**src/rtl/imem_access_arbiter.sv**
```systemverilog
// imem_access_arbiter
//   Shares the byte-wide instruction memory between the IF-stage fetch port
//   (32-bit reads) and the program-loader port (32-bit writes). Each word
//   request becomes four big-endian byte accesses (address+0 -> bits [31:24]).
//   Round-robin arbitration between the two ports; a one-cycle ack is
//   returned per completed transaction.
//
// Ports
//   clk, rst            clock (rising edge), synchronous active-high reset
//   f_req/f_addr        fetch request (held until f_ack) and byte address
//   f_ack/f_rdata       fetch done pulse; word held until the next fetch ack
//   l_req/l_addr/l_wdata loader write request (held until l_ack), address, word
//   l_ack               loader done pulse
//   busy                high whenever the sequencer is not idle
//   mem_addr/mem_re/mem_we/mem_wdata  byte-memory command (registered)
//   mem_rdata           read byte, valid one cycle after mem_re
module imem_access_arbiter #(
    parameter int ADDR_W = 32,
    parameter int DATA_W = 32,
    parameter int BYTE_W = 8
) (
    input  logic              clk,
    input  logic              rst,
    input  logic              f_req,
    input  logic [ADDR_W-1:0] f_addr,
    output logic              f_ack,
    output logic [DATA_W-1:0] f_rdata,
    input  logic              l_req,
    input  logic [ADDR_W-1:0] l_addr,
    input  logic [DATA_W-1:0] l_wdata,
    output logic              l_ack,
    output logic              busy,
    output logic [ADDR_W-1:0] mem_addr,
    output logic              mem_re,
    output logic              mem_we,
    output logic [BYTE_W-1:0] mem_wdata,
    input  logic [BYTE_W-1:0] mem_rdata
);

    typedef enum logic [2:0] {
        IDLE,
        RD,
        RD_WAIT,
        WR,
        ACK
    } state_t;

    typedef enum logic {
        GNT_FETCH,
        GNT_LOAD
    } grant_t;

    state_t              state_q;
    grant_t              last_grant_q;
    logic [1:0]          cnt_q;
    logic [1:0]          cnt_d;
    logic [ADDR_W-3:0]   base_q;
    logic [DATA_W-1:0]   wdata_q;
    logic [DATA_W-1:0]   shift_q;
    logic [DATA_W-1:0]   f_rdata_q;
    logic                f_ack_q;
    logic                l_ack_q;
    logic [ADDR_W-1:0]   mem_addr_q;
    logic                mem_re_q;
    logic                mem_we_q;
    logic [BYTE_W-1:0]   mem_wdata_q;
    logic                grant_load;
    logic                grant_fetch;

    // Word-offset bits are replaced by the byte counter.
    logic unused_addr_bits;
    assign unused_addr_bits = ^{f_addr[1:0], l_addr[1:0]};

    // On contention the port that did not win last time is granted.
    always_comb begin
        grant_load  = l_req && (!f_req || (last_grant_q == GNT_FETCH));
        grant_fetch = f_req && !grant_load;
        cnt_d       = cnt_q + 2'd1;
    end

    always_ff @(posedge clk) begin
        if (rst) begin
            state_q      <= IDLE;
            last_grant_q <= GNT_FETCH;
            cnt_q        <= '0;
            base_q       <= '0;
            wdata_q      <= '0;
            shift_q      <= '0;
            f_rdata_q    <= '0;
            f_ack_q      <= 1'b0;
            l_ack_q      <= 1'b0;
            mem_addr_q   <= '0;
            mem_re_q     <= 1'b0;
            mem_we_q     <= 1'b0;
            mem_wdata_q  <= '0;
        end else begin
            f_ack_q <= 1'b0;
            l_ack_q <= 1'b0;
            case (state_q)
                IDLE: begin
                    if (grant_load) begin
                        state_q      <= WR;
                        last_grant_q <= GNT_LOAD;
                        cnt_q        <= '0;
                        base_q       <= l_addr[ADDR_W-1:2];
                        mem_addr_q   <= {l_addr[ADDR_W-1:2], 2'b00};
                        mem_we_q     <= 1'b1;
                        mem_wdata_q  <= l_wdata[DATA_W-1 -: BYTE_W];
                        // Remaining bytes queue up at the top of wdata_q.
                        wdata_q      <= l_wdata << BYTE_W;
                    end else if (grant_fetch) begin
                        state_q      <= RD;
                        last_grant_q <= GNT_FETCH;
                        cnt_q        <= '0;
                        base_q       <= f_addr[ADDR_W-1:2];
                        mem_addr_q   <= {f_addr[ADDR_W-1:2], 2'b00};
                        mem_re_q     <= 1'b1;
                    end
                end
                RD: begin
                    // Read data trails the strobe by one cycle, so the first
                    // RD cycle has nothing to capture yet.
                    if (cnt_q != 2'd0) begin
                        shift_q <= {shift_q[DATA_W-BYTE_W-1:0], mem_rdata};
                    end
                    if (cnt_q == 2'd3) begin
                        mem_re_q <= 1'b0;
                        state_q  <= RD_WAIT;
                    end else begin
                        cnt_q      <= cnt_d;
                        mem_addr_q <= {base_q, cnt_d};
                    end
                end
                RD_WAIT: begin
                    f_rdata_q <= {shift_q[DATA_W-BYTE_W-1:0], mem_rdata};
                    f_ack_q   <= 1'b1;
                    state_q   <= ACK;
                end
                WR: begin
                    if (cnt_q == 2'd3) begin
                        mem_we_q <= 1'b0;
                        l_ack_q  <= 1'b1;
                        state_q  <= ACK;
                    end else begin
                        cnt_q       <= cnt_d;
                        mem_addr_q  <= {base_q, cnt_d};
                        mem_wdata_q <= wdata_q[DATA_W-1 -: BYTE_W];
                        wdata_q     <= wdata_q << BYTE_W;
                    end
                end
                ACK: begin
                    state_q <= IDLE;
                end
                default: begin
                    state_q <= IDLE;
                end
            endcase
        end
    end

    assign f_ack     = f_ack_q;
    assign f_rdata   = f_rdata_q;
    assign l_ack     = l_ack_q;
    assign busy      = (state_q != IDLE);
    assign mem_addr  = mem_addr_q;
    assign mem_re    = mem_re_q;
    assign mem_we    = mem_we_q;
    assign mem_wdata = mem_wdata_q;

endmodule

```
**config.mk**
```make
export PLATFORM = sky130hd
export DESIGN_NAME = imem_access_arbiter
export DESIGN_NICKNAME = d
export VERILOG_FILES = /design/src/rtl/imem_access_arbiter.sv
export SDC_FILE = /design/constraint.sdc
export NUM_CORES = 1
export LEC_CHECK = 0
export BUFFER_PORTS_ARGS = -buffer_cell sky130_fd_sc_hd__buf_2
export CORE_UTILIZATION = 40
export DETAILED_ROUTE_END_ITERATION = 16
export PLACE_DENSITY = 0.66
export SLEW_MARGIN = 20
export SYNTH_ARGS = -nofsm -noshare
export SYNTH_HDL_FRONTEND = slang
export SYNTH_SLANG_ARGS = --single-unit
export TNS_END_PERCENT = 10
```
**constraint.sdc**
```tcl
create_clock -name clk -period 1.43 [get_ports clk]
set_input_delay 0.286 -clock clk [delete_from_list [all_inputs] [get_ports clk]]
set_output_delay 0.286 -clock clk [all_outputs]
set_load 0.005 [all_outputs]
```
==> flow_metrics.py <==
metrics = {
    "status": {
        "status": "finished, violations left",
        "violations": "negative setup slack",
    },
    "floorplan": {
        "initial_core_util_pct": 41.5,
        "die_width_um": 131,
        "rows": 46,
        "dieHeight_um": 131,
        "die-area_sq_um": 17200,
        "core_sq_um": 16100,
        "io_pins": 185,
    },
    "setup_path": {
        "critPathRequiredTime_ns": 1.14,
        "rrSetupSlack_ns": -0.17,
        "slowest_delay_ns": 0.37,
        "worstReg2RegStart": "mem_addr[1]",
        "slowest_stage": "dfxtp_4",
        "worst-path-max-fanout": 5,
        "crit_top_cell": "buf_6",
        "end_kind": "output port",
        "cp_num_buf_inv": 3,
        "ff2ff_path_depth": 6,
        "startpoint_type": "flop",
        "worst_r2r_endpoint": "mem_addr[28]",
        "path_delay_family": "flip-flops",
        "worstPathArrival_ns": 1.32,
        "crit_chain": "nor3_4 -> inv_2 -> buf_6 -> buf_6",
        "crit_type": "flop to output port",
    },
    "synthesis": {
        "synth.avg_cell_area_sq_um": 7.88,
        "syn_inst": 845,
        "synth_edf_count": 0,
        "synth.most_common_cell": "nand2_1",
        "synth_area_leaders": "dfxtp_1 (47%), nand2_1 (13%), a21oi_1 (7.4%), a32o_1 (4.5%), a211oi_1 (3.6%)",
        "yosysSeqAreaShare_pct": 47.5,
        "synth_common_cells": "nand2_1 (232), dfxtp_1 (158), a21oi_1 (98)",
        "synth_cell_types": 37,
        "yosysWarnings": 0,
        "synth_flop_cell": "dfxtp_1",
        "syn-cell-area_sq_um": 6660,
        "yosysTopAreaCell": "dfxtp_1",
        "ys_async_sr_fraction_pct": 0,
        "ys_ff_latch": 158,
        "synth_nets": 955,
        "synth.top_cell.area_share_pct": 47.5,
    },
    "routing": {
        "ant_nets": 0,
        "drcViolationCount": 0,
        "routedWlPerCell_um": 15.2,
        "firstDrtPassIters": 4,
        "drtIter0Drc": 389,
        "vias_per_cell": 5.23,
        "drt_wl_total_mm": 19.3,
        "num_vias": 6642,
    },
    "hold_path": {
        "hold_depth": 3,
        "hp-class": "input pin to flop",
        "min_from": "l_wdata[0]",
        "min_to": "wdata_q[8]",
    },
    "global_route": {
        "track_usage_pct": 21.8,
        "grt_pass1_wl_mm": 29.4,
        "antenna_found_initial": 1,
        "grt_max_degree": 92,
        "grt_pass1_vias": 5998,
        "grt_overflow": 0,
    },
    "sta": {
        "period_share_pct": 112,
        "setup_viol": 121,
        "setup_slack_ns": -0.174,
        "slew_headroom_pct": 66.4,
        "worst_slew_pin_slew_ns": 0.505,
        "maxSlewViolCount": 0,
        "period_minus_slack_ns": 1.60,
        "hold_viol": 0,
        "max_freq_ghz": 0.624,
        "rsz0062_at_grt": "yes",
        "fin_skew_ns": 0.00823,
    },
    "finish": {
        "syn2layout_area_growth_pct": 40.9,
        "instances_no_fill": 1269,
        "fillers": 1461,
        "drive_gt1_share_pct": 33.2,
        "nets": 1149,
    },
    "power": {
        "power.leakage_uw": 0.00389,
        "vdd_drop_max_mv": 0.902,
        "power_uw": 12800,
        "power_density_nw_per_um2": 1360,
    },
    "clock_tree": {
        "cts.htree.levels": 4,
        "cts_buffers": 17,
        "cts-root-buf": "clkbuf_16",
        "cts.clk_slew.worst_paths_ns": 0.07,
        "clock-sinks": 158,
        "clk_latency_ns": 0.43,
        "cts_tree": "done",
        "cts_max_path_buffers": 2,
    },
    "placement": {
        "gp_congestion": 0.753,
        "dp.cells": 1213,
        "portBuffers": 180,
        "hpwl_mm": 11.5,
    },
    "run": {
        "maxCapViolCount": 0,
    },
}
stage by stage:
| step | hold slack, ns | instance area (sq um) | util [%] | setup slack [ns] | TNS (ns) |
|---|---|---|---|---|---|
| 3_5_place_dp | 0.443 | 8150 | 50.7 | -0.252 | -12.45 |
| 3_3_place_gp | 0.438 | 8150 | 50.7 | -0.211 | -10.13 |
| 6_report | 0.0956 | 9390 | 58.5 | -0.174 | -10.42 |
| 4_1_cts | 0.0780 | 8940 | 55.7 | -0.181 | -8.25 |
| 2_1_floorplan | 0.422 | 6790 | - | -0.0275 | -1.34 |
| 5_1_grt | 0.0916 | 9380 | 58.4 | -0.221 | -18.21 |
tightest hold or removal path, stage by stage:
cell	delay (ns)
buf_2	0.09
nand2_1	0.05
a21oi_1	0.05
how the worst max path moves through the flow:
stage | startpoint | end | slack, ns | cells after the start
6_report | state_q[0] | busy | -0.17 | 4
5_1_grt | state_q[0] | wdata_q[18] | -0.22 | 7
4_1_cts | state_q[2] | busy | -0.18 | 4
3_5_place_dp | state_q[2] | wdata_q[15] | -0.25 | 5
3_3_place_gp | state_q[2] | wdata_q[8] | -0.21 | 5
2_1_floorplan | cnt_q[0] | mem_addr[2] | -0.03 | 6
cells by family after synthesis:
logic type / share of synthesized area [%]
and+or+nand+nor: 24.8
AOI/OAI and AO/OA: 22.2
DFF: 47.5
buffers and inverters: 5.05
adders and majority gates: 0.376
xor gates and xnor gates: 0.132
final cells by class:
type                       instances  area, sq um  share of cell area, %
timing repair buffer             250         1840                   19.6
clock buffer                      17          425                   4.53
inverter                           5         21.3                  0.227
tap                              216          270                   2.88
antenna                            1         2.50                 0.0267
sequential                       158         3180                   33.9
clock inverter                    15          176                   1.88
multi-input combinational        607         3470                   37.0
layout by cell type, fill, tap and decap left out, drive strengths merged, types with 2 or more instances in the layout:
master	n
o21ai	33
nor3	5
a311oi	24
a32o	30
ha	2
a211oi	32
dfxtp	158
o21ba	2
a21oi	98
buf	245
nand3	10
nand2b	34
nand2	232
inv	13
or3	31
clkinv	5
nor2	61
bufinv	2
clkbuf	22
or2	2
power by group:
group	total [uW]	internal [uW]	switching [uW]
clock network	4640	2640	2010
registers	5110	4860	246
logic	3000	1480	1520
total	12800	8980	3780
timing repair:
| action | in CTS | in global routing |
|---|---|---|
| hold buffers | 0 | 0 |
| pin swaps | 21 | 42 |
| setup buffers | 5 | 10 |
| gates cloned | 2 | 6 |
| setup endpoints to repair | 126 | 152 |
| gates resized for setup | 18 | 51 |
layer usage:
layer | vias to the layer above | part of all wire (%) | track usage [%]
met5 | - | 0.068 | 0
met2 | 198 | 47 | 35.9
met1 | 3107 | 44 | 27.6
li1 | 3315 | - | -
met4 | 2 | 1.2 | 7.57
met3 | 20 | 7.4 | 5.80
state kept, by name, indices dropped and copies added (netlist names):
signal / cells
cnt_q: 1
l_ack: 1
f_rdata: 32
mem_wdata: 8
mem_re: 1
state_q: 3
shift_q: 24
f_ack: 1
wdata_q: 24
mem_addr: 31
base_q: 30
last_grant_q: 1
mem_we: 1
Note: power is estimated with default switching activity, not from simulation.
